## config.mk

```make
export PLATFORM = sky130hd
export DESIGN_NAME = seq_ctrl_incrementor
export DESIGN_NICKNAME = d
export VERILOG_FILES = /design/src/rtl/fp_add_pkg.sv /design/src/rtl/seq_ctrl_incrementor_inc_chunk.sv /design/src/rtl/seq_ctrl_incrementor.sv
export SDC_FILE = /design/constraint.sdc
export NUM_CORES = 1
export LEC_CHECK = 0
export CELL_PAD_IN_SITES_DETAIL_PLACEMENT = 1
export CELL_PAD_IN_SITES_GLOBAL_PLACEMENT = 1
export CORE_ASPECT_RATIO = 1.2
export CORE_MARGIN = 2
export CORE_UTILIZATION = 36
export CTS_CLUSTER_DIAMETER = 100
export DETAILED_ROUTE_END_ITERATION = 7
export GPL_TIMING_DRIVEN = 0
export PLACE_DENSITY = 0.84
export SKIP_LAST_GASP = 1
export SYNTH_ARGS = -nofsm -noshare
export SYNTH_HDL_FRONTEND = slang
export SYNTH_SLANG_ARGS = --single-unit
```

## constraint.sdc

```tcl
create_clock -name clk -period 2.3 [get_ports clk]
set_input_delay 0.345 -clock clk [delete_from_list [all_inputs] [get_ports clk]]
set_output_delay 0.345 -clock clk [all_outputs]
set_load 0.02 [all_outputs]
```

## src/rtl/fp_add_pkg.sv

```systemverilog
// rtl/fp_add_pkg.sv - shared state encodings and sizing helpers for the floating-adder step units
package fp_add_pkg;

    localparam logic [1:0] ST_IDLE = 2'd0;
    localparam logic [1:0] ST_RUN  = 2'd1;
    localparam logic [1:0] ST_HOLD = 2'd2;

    // Number of chunks an operand is split into
    function automatic int num_chunks(input int width, input int bits_per_cycle);
        return width / bits_per_cycle;
    endfunction

    // Chunk index width; a single-chunk operand still gets a 1-bit index
    function automatic int chunk_idx_w(input int width, input int bits_per_cycle);
        int n;
        n = width / bits_per_cycle;
        return (n > 1) ? $clog2(n) : 1;
    endfunction

endpackage

```

## src/rtl/seq_ctrl_incrementor_inc_chunk.sv

```systemverilog
// rtl/seq_ctrl_incrementor_inc_chunk.sv - combinational B-bit ripple increment/decrement step
module inc_chunk #(
    parameter int B = 1
) (
    input  logic [B-1:0] chunk,
    input  logic         c_in,
    input  logic         dec,
    output logic [B-1:0] chunk_out,
    output logic         c_out
);

    logic c_ripple;

    // Ripple the carry (inc) or borrow (dec) from the chunk LSB upwards
    always_comb begin
        c_ripple  = c_in;
        chunk_out = '0;
        for (int i = 0; i < B; i++) begin
            chunk_out[i] = chunk[i] ^ c_ripple;
            c_ripple     = dec ? (c_ripple & ~chunk[i]) : (c_ripple & chunk[i]);
        end
        c_out = c_ripple;
    end

endmodule

```

## src/rtl/seq_ctrl_incrementor.sv

```systemverilog
// rtl/seq_ctrl_incrementor.sv - multi-cycle chunked controlled incrementor with valid/ready handshakes
module seq_ctrl_incrementor
    import fp_add_pkg::*;
#(
    parameter int WIDTH          = 8,
    parameter int BITS_PER_CYCLE = 1,
    parameter int SATURATE       = 0
) (
    input  logic             clk,
    input  logic             rst,
    input  logic             in_valid,
    output logic             in_ready,
    input  logic             En,
    input  logic             Dec,
    input  logic [WIDTH-1:0] Z,
    output logic             out_valid,
    input  logic             out_ready,
    output logic [WIDTH-1:0] Out,
    output logic             Cout,
    output logic             Ovf
);

    localparam int NUM_CHUNKS  = num_chunks(WIDTH, BITS_PER_CYCLE);
    localparam int CHUNK_IDX_W = chunk_idx_w(WIDTH, BITS_PER_CYCLE);
    localparam logic [CHUNK_IDX_W-1:0] LAST_IDX = CHUNK_IDX_W'(NUM_CHUNKS - 1);

    if (WIDTH < 2) begin : g_bad_width
        $error("seq_ctrl_incrementor: WIDTH must be at least 2");
    end
    if (BITS_PER_CYCLE < 1 || (WIDTH % BITS_PER_CYCLE) != 0) begin : g_bad_bpc
        $error("seq_ctrl_incrementor: BITS_PER_CYCLE must divide WIDTH");
    end

    logic [1:0]             state_q, state_d;
    logic [WIDTH-1:0]       work_q, work_d;
    logic                   dec_q, dec_d;
    logic                   carry_q, carry_d;
    logic [CHUNK_IDX_W-1:0] idx_q, idx_d;
    logic [WIDTH-1:0]       out_q, out_d;
    logic                   cout_q, cout_d;
    logic                   ovf_q, ovf_d;

    logic [BITS_PER_CYCLE-1:0] chunk_in;
    logic [BITS_PER_CYCLE-1:0] chunk_out;
    logic                      c_next;
    logic [WIDTH-1:0]          work_step;
    logic                      accept;
    logic                      last_chunk;

    assign in_ready   = (state_q == ST_IDLE) || ((state_q == ST_HOLD) && out_ready);
    assign accept     = in_valid && in_ready;
    assign out_valid  = (state_q == ST_HOLD);
    assign last_chunk = (idx_q == LAST_IDX);
    assign Out        = out_q;
    assign Cout       = cout_q;
    assign Ovf        = ovf_q;

    // Pick the chunk addressed by the current index out of the working register
    always_comb begin
        chunk_in = '0;
        for (int k = 0; k < NUM_CHUNKS; k++) begin
            if (idx_q == CHUNK_IDX_W'(k)) begin
                chunk_in = work_q[k*BITS_PER_CYCLE +: BITS_PER_CYCLE];
            end
        end
    end

    inc_chunk #(
        .B(BITS_PER_CYCLE)
    ) u_inc_chunk (
        .chunk     (chunk_in),
        .c_in      (carry_q),
        .dec       (dec_q),
        .chunk_out (chunk_out),
        .c_out     (c_next)
    );

    // Write the stepped chunk back; bits outside the current chunk are untouched
    always_comb begin
        work_step = work_q;
        for (int k = 0; k < NUM_CHUNKS; k++) begin
            if (idx_q == CHUNK_IDX_W'(k)) begin
                work_step[k*BITS_PER_CYCLE +: BITS_PER_CYCLE] = chunk_out;
            end
        end
    end

    // Handshake FSM: accept, walk chunks until the carry dies, then hold the result
    always_comb begin
        state_d = state_q;
        work_d  = work_q;
        dec_d   = dec_q;
        carry_d = carry_q;
        idx_d   = idx_q;
        out_d   = out_q;
        cout_d  = cout_q;
        ovf_d   = ovf_q;
        case (state_q)
            ST_IDLE, ST_HOLD: begin
                if ((state_q == ST_HOLD) && out_ready) begin
                    state_d = ST_IDLE;
                end
                if (accept) begin
                    work_d  = Z;
                    dec_d   = Dec;
                    carry_d = En;
                    idx_d   = '0;
                    if (En) begin
                        state_d = ST_RUN;
                    end else begin
                        state_d = ST_HOLD;
                        out_d   = Z;
                        cout_d  = 1'b0;
                        ovf_d   = 1'b0;
                    end
                end
            end
            ST_RUN: begin
                work_d  = work_step;
                carry_d = c_next;
                if (!c_next || last_chunk) begin
                    state_d = ST_HOLD;
                    cout_d  = c_next;
                    // RUN is only entered with En=1, so overflow is the final carry
                    ovf_d   = c_next;
                    if (c_next && (SATURATE != 0)) begin
                        out_d = dec_q ? '0 : '1;
                    end else begin
                        out_d = work_step;
                    end
                end else begin
                    idx_d = idx_q + 1'b1;
                end
            end
            default: begin
                state_d = ST_IDLE;
            end
        endcase
    end

    // State and result registers with synchronous active-high reset
    always_ff @(posedge clk) begin
        if (rst) begin
            state_q <= ST_IDLE;
            work_q  <= '0;
            dec_q   <= 1'b0;
            carry_q <= 1'b0;
            idx_q   <= '0;
            out_q   <= '0;
            cout_q  <= 1'b0;
            ovf_q   <= 1'b0;
        end else begin
            state_q <= state_d;
            work_q  <= work_d;
            dec_q   <= dec_d;
            carry_q <= carry_d;
            idx_q   <= idx_d;
            out_q   <= out_d;
            cout_q  <= cout_d;
            ovf_q   <= ovf_d;
        end
    end

endmodule
```

### Word-level counts from Yosys, hierarchy flattened

Cells that the tools add are included.

* output and inout port bits: 12
* bits in read-only memories: 0
* memories kept: 0
* bits in latches: 0
* input port bits: 14
* memory bits (writable): 0
* flip-flop bits (word level): 24

* muxes and demuxes: 37
* equal/unequal tests: 14
* reduce and logical (&&, ||, !) cells: 14
* shift operators: 0
* bitwise gates (word level): 4
* div/mod/pow operators: 0
* $mul: 0
* add/sub/neg operators: 1
* order comparisons: 0

Operator list (number)
* 8-bit 2-to-1 mux: 4
* 8-bit case mux with 2 select lines: 2
* 1-bit 2-to-1 mux: 21
* 3-bit == test (second input constant): 4
* 2-bit 2-to-1 mux: 4
* 2-bit inequality test (second input constant): 4
* 3-bit by 2-bit == test with 1-bit output (second input constant): 2
* 3-bit 2-to-1 mux: 2
* 3-bit case mux with 2 select lines: 1
* 2-bit AND reduction: 3
* 1-bit case mux with 2 select lines: 2
* 2-bit case mux with 2 select lines: 1
* 4-bit AND reduction: 1
* 3-bit by 1-bit adder with 3-bit output (second input constant): 1
* 3-bit by 1-bit == test with 1-bit output (second input constant): 1
* 3-bit zero test: 1
* 3-bit inequality test (second input constant): 1
* 3-bit AND reduction: 1
* 1-bit bitwise AND: 2
* 2-bit by 1-bit == test with 1-bit output (second input constant): 1
* 2-bit == test (second input constant): 1
* 1-bit logical AND: 2
* 2-bit zero test: 1
* 1-bit logical OR: 2
* 5 further kinds: 5

### Depth between registers and ports, before layout

* depth in word-level cells: 16
* gate-level depth with buffers: 10
* gate-level depth less buffers: 8

### Modules after synthesis

From an unflattened synthesis, not the netlist that was laid out.

* cells, all modules: 153
* area total of the unflattened synthesis: 1402.6 um^2

Modules (own cells, without submodules)
* seq_ctrl_incrementor: cells each 150, area each 1378.8 um^2, sequential area each 480.5 um^2, instances 1
* inc_chunk: cells each 3, area each 23.8 um^2, sequential area each 0.0 um^2, instances 1

### Worst setup path after synthesis

No wires, ideal clock.

* kind: reg-to-reg
* from: register idx_q[2]
* to: register out_q[5], in the netlist Out[5]
* setup slack: -0.041 ns
* library setup time: 0.096 ns
* data arrival time: 2.245 ns
* buffers on the path: 2
* stages on the path, launching flop included: 9
* period minus slack after synthesis: 2.341 ns
* path through: dfxtp_1 > clkbuf_1 > inv_1 > ha_1 > a2111oi_4 > or3b_4 > nand3_2 > buf_4 > o41ai_2

* longest elaborated chain between the ends: 16
* elaborated cells on any way between the ends: 28
* those cells by class: 8 x eq/ne; 12 x mux; 4 x bitwise; 4 x reduce/logical

RTL lines
* start, declared: RTL line seq_ctrl_incrementor.sv:38 `logic [CHUNK_IDX_W-1:0] idx_q, idx_d;`
* start signal, assigned: RTL line seq_ctrl_incrementor.sv:157 `idx_q <= idx_d;`
* 3-bit zero test: RTL line seq_ctrl_incrementor.sv:62 `if (idx_q == CHUNK_IDX_W'(k)) begin`
* 1-bit 2-to-1 mux (8 in a row): RTL line seq_ctrl_incrementor.sv:62
* 1-bit inverter: RTL line seq_ctrl_incrementor_inc_chunk.sv:20 `c_ripple = dec ? (c_ripple & ~chunk[i]) : (c_ripple & chunk[i]);`
* 1-bit bitwise AND: RTL line seq_ctrl_incrementor_inc_chunk.sv:20
* 1-bit 2-to-1 mux: RTL line seq_ctrl_incrementor_inc_chunk.sv:20
* 1-bit zero test: RTL line seq_ctrl_incrementor.sv:121 `if (!c_next || last_chunk) begin`
* 1-bit logical OR: RTL line seq_ctrl_incrementor.sv:121
* 2-bit inequality test (no source line)
* 4-bit AND reduction (no source line)
* end signal, assigned: RTL line seq_ctrl_incrementor.sv:158 `out_q <= out_d;`
* end, declared: RTL line seq_ctrl_incrementor.sv:39 `logic [WIDTH-1:0] out_q, out_d;`

Parallel ways exist; a longest one is shown, timed or not. The select of a mux whose other input is x is not followed.
A chain may end at the register's enable or synchronous reset.

### Worst setup path after layout

* from: register idx_q[0]
* to: register idx_q[2]

* longest elaborated chain between the ends: 16
* elaborated cells on any way between the ends: 27
* those cells by class: 1 x add/sub; 8 x eq/ne; 11 x mux; 3 x bitwise; 4 x reduce/logical

RTL lines (RTL line)
* 3-bit zero test: seq_ctrl_incrementor.sv:62
* 1-bit 2-to-1 mux (8 in a row): seq_ctrl_incrementor.sv:62
* 1-bit inverter: seq_ctrl_incrementor_inc_chunk.sv:20
* 1-bit bitwise AND: seq_ctrl_incrementor_inc_chunk.sv:20
* 1-bit 2-to-1 mux: seq_ctrl_incrementor_inc_chunk.sv:20
* 1-bit zero test: seq_ctrl_incrementor.sv:121
* 1-bit logical OR: seq_ctrl_incrementor.sv:121
* 2-bit inequality test (no source line)
* 3-bit AND reduction (no source line)

Parallel ways exist; a longest one is shown, timed or not. The select of a mux whose other input is x is not followed.

==> implementation parameters <==
Parameter                              Value

Synthesis
  Register area share after synthesis ... a little over a quarter
  Ys Warns ... 0
  Synth top area cells ... sky130_fd_sc_hd__dfxtp_1, sky130_fd_sc_hd__o21ai_0, sky130_fd_sc_hd__a21oi_1, sky130_fd_sc_hd__ha_1, sky130_fd_sc_hd__o41ai_2
  Count of distinct cell types in the synthesized netlist ... 52
  Commonest cells in the synthesized netlist ... sky130_fd_sc_hd__dfxtp_1, sky130_fd_sc_hd__o21ai_0, sky130_fd_sc_hd__a21oi_1, sky130_fd_sc_hd__nor2_1, sky130_fd_sc_hd__nand2_1
  FF+latch count, synth ... 24
  Total nets after synthesis ... 235
  Cell taking the most area after synthesis ... sky130_fd_sc_hd__dfxtp_1
  Synthesized area ... ~0.0018 mm2
  Post-synth ARST share ... 0%
  Top cell type's share of synthesized area ... 27.3%
  Gate count after technology mapping ... around 220
  Most instantiated library cell after synthesis ... sky130_fd_sc_hd__dfxtp_1
  Mean cell area of the mapped netlist ... approximately 8.2 um2
  Post-synth EDFFs ... 0
  Dominant register cell in the synthesized netlist ... sky130_fd_sc_hd__dfxtp_1

GRT
  Overall Global Routing Usage ... between 20% and 30%
  Pin count of the biggest net entering global routing ... 14
  Grt total ovfl ... 0
  First-pass GRT wire length ... a little under 10 mm
  Via count of the first global-routing pass ... slightly below 2,000
  Number of antenna violations at the first check in global routing ... 0

Detailed routing
  Number of remaining DRC errors ... 0
  Number of vias after detailed routing ... 1,871
  Iter 0 DRT Violations ... about 130
  Ratio of routed vias to standard cells ... 5.96
  Routed wire length per instance ... 20.4 um
  Routed wire length ... between 6 and 7 mm
  Antenna-violating nets left ... 0
  Drt first pass iters ... 4

Hold path
  Sink of the worst hold path ... Out[7]
  Worst min-delay path startpoint ... Out[7]
  Worst hold path stage count ... 2
  Worst Hold Class ... flop to flop

Setup path
  Register-to-register setup slack ... -0.04 ns
  R2R Path Start ... idx_q[0]
  Highest fanout seen on the critical path ... 5
  Endpoint of the lowest-slack register-to-register path ... idx_q[2]
  R2R cell count ... 8
  Worst setup EP type ... flop
  WP data required ... between 2 and 3 ns
  Type of the worst setup path ... flop to flop
  WP data arrival ... 2.54 ns
  Critical Path Source Type ... flop

Pwr
  Lkg Pwr ... about 0.82 nW
  Highest ir drop seen on vdd ... ~0.25 mV
  Power density relative to cell area ... 439 mW/mm2

Timing
  Highest attainable clock frequency ... roughly 430 MHz
  Max_slew headroom ... 39.0%
  Time the final worst path needs with I/O delays and setup ... 2.34 ns
  Post-layout worst setup margin ... -0.0353 ns
  Actual transition at the worst max-transition pin ... between 0.9 and 1 ns
  Setup clock skew after layout ... about 0.0028 ns
  Final setup violation count ... 6
  Endpoints failing hold ... 0
  RSZ-0062 raised after global routing ... true
  Max Transition Viols Final ... 0
  Final cycle utilization of the critical path ... 102%
  Hold Worst Slack ... 0.469 ns

Floorplanning
  Die Height ... approximately 81 um
  Initial standard-cell utilization of the core ... between 30% and 40%
  # rows ... 27
  Die X ... 67.8 um
  Total die area ... roughly 0.0055 mm2
  Io pins ... 26
  Core box area ... roughly 0.0047 mm2

Placement
  Port Buffer Count ... 25
  Post-Place Setup Slack ... -0.379 ns
  Weighted congestion reported at the end of routability-driven placement ... around 0.9
  Detail Placement HPWL ... roughly 4.0 mm
  Cell total after placement ... ~300

Clock tree
  Longest Clk Path Bufs ... 2
  Cell chosen for the clock root ... sky130_fd_sc_hd__clkbuf_8
  Number of H-tree levels ... 1
  Sinks on the clock net ... 24
  Number of buffers inserted during clock tree synthesis ... 3
  Clock transition at path regs ... 0.09 ns
  Total of hold buffers inserted after clock tree synthesis ... 0
  CTS tree ... done
  Clock insertion delay at the later pin of the skew report ... 0.28 ns

Outcome
  Violations in the final reports ... negative setup slack
  Outcome ... finished with violations

Finish
  Final layout net count ... roughly 280
  Fraction of final layout cells with drive strength greater than 1 ... 23.8%
  Area growth, synth to finish ... 35.2%
  Number of inserted diodes ... 0
  Final cell count without fillers ... between 300 and 400

Job
  Number of maximum-capacitance violations ... 0
-- cell families (layout without fill, tap and decap cells) --
kind of cell	after synthesis	after routing	share of synthesized area (%)
compound gates	80	80	33.4
buf+inv	27	68	7.40
flops	24	24	27.3
xor+xnor	2	2	0.996
simple gates	74	74	24.8
fa+ha+maj	6	6	4.27
mux	2	2	1.92
-- worst max-delay path, stage by stage, from the launching register on --
cell                       delay, ns
sky130_fd_sc_hd__dfxtp_4        0.38
sky130_fd_sc_hd__ha_4           0.17
sky130_fd_sc_hd__ha_4           0.18
sky130_fd_sc_hd__and4bb_4       0.36
sky130_fd_sc_hd__and3_4         0.20
sky130_fd_sc_hd__or3b_4         0.40
sky130_fd_sc_hd__and2_4         0.17
sky130_fd_sc_hd__a211o_1        0.28
sky130_fd_sc_hd__a21oi_2        0.13
-- power breakdown --
| part | internal, mW | switching [mW] | leakage [nW] |
|---|---|---|---|
| combinational | 0.126 | 0.153 | 0.596 |
| clock | 0.154 | 0.153 | 0.0288 |
| sequential | 0.437 | 0.0221 | 0.199 |
-- stage by stage --
step	cell area (um2)	util, %	power, mW	TNS [ns]
final	2380	51.0	1.04	-0.0921
after global routing	2380	51.0	1.09	-0.750
after CTS	2290	49.2	1.03	-0.00953
after detailed placement	2080	44.7	0.720	-4.78
after floorplan	1760	-	0.620	0
after global placement	2080	44.7	0.712	-3.65
-- layout by cell type, fill, tap and decap left out, types with 3 or more instances in the layout --
cell / n
sky130_fd_sc_hd__clkdlybuf4s50_1: 25
sky130_fd_sc_hd__dfxtp_1: 21
sky130_fd_sc_hd__o21ai_0: 19
sky130_fd_sc_hd__a21oi_1: 16
sky130_fd_sc_hd__nor2_1: 14
sky130_fd_sc_hd__nand2_1: 13
sky130_fd_sc_hd__buf_4: 12
sky130_fd_sc_hd__inv_1: 10
sky130_fd_sc_hd__nand4_1: 8
sky130_fd_sc_hd__nand3b_1: 7
sky130_fd_sc_hd__clkbuf_1: 7
sky130_fd_sc_hd__a31oi_1: 7
sky130_fd_sc_hd__nor2b_1: 6
sky130_fd_sc_hd__a22oi_1: 6
sky130_fd_sc_hd__o41ai_2: 5
sky130_fd_sc_hd__o211ai_1: 4
sky130_fd_sc_hd__nand3_1: 4
sky130_fd_sc_hd__nand2b_1: 4
sky130_fd_sc_hd__ha_4: 4
sky130_fd_sc_hd__clkbuf_8: 4
sky130_fd_sc_hd__buf_6: 3
sky130_fd_sc_hd__a21oi_2: 3
sky130_fd_sc_hd__and2b_1: 3
sky130_fd_sc_hd__dfxtp_4: 3
-- layout make-up --
type,instances,area [um2]
timing repair buffer,37,353
buffer,15,100
sequential,24,492
tap,58,72.6
inverter,12,45.0
fill,568,2280
multi-input combinational,164,1260
clock buffer,4,55.1
-- how the worst max path moves through the flow --
stage / from / end / slack (ns)
detailed placement: idx_q[2] / Out[5] / -0.38
global route: idx_q[1] / Out[1] / -0.09
floorplan: idx_q[2] / Out[5] / 0.02
finish: idx_q[0] / idx_q[2] / -0.04
CTS: idx_q[1] / Out[1] / -0.01
global placement: idx_q[2] / Out[5] / -0.35
-- state kept, by name, summed over array words and instances (netlist names) --
name,count
Ovf,1
idx_q,3
carry_q,1
state_q,2
work_q,8
dec_q,1
Out,8
-- routing by layer --
| metal | routed length, um | track usage, % | part of all wire [%] |
|---|---|---|---|
| met5 | 0 | 0 | 0 |
| met4 | 218 | 11.8 | 3.4 |
| met3 | 259 | 3.22 | 4.0 |
| met2 | 3210 | 41.5 | 50 |
| met1 | 2710 | 29.2 | 42 |
-- repair_timing --
| item | CTS | global route |
|---|---|---|
| setup endpoints to repair | 20 | 18 |
| pin swaps | 6 | 7 |
| buffers inserted | 10 | 2 |
| gates resized for setup | 18 | 16 |
No activity file was read; power rests on OpenSTA's default activity.
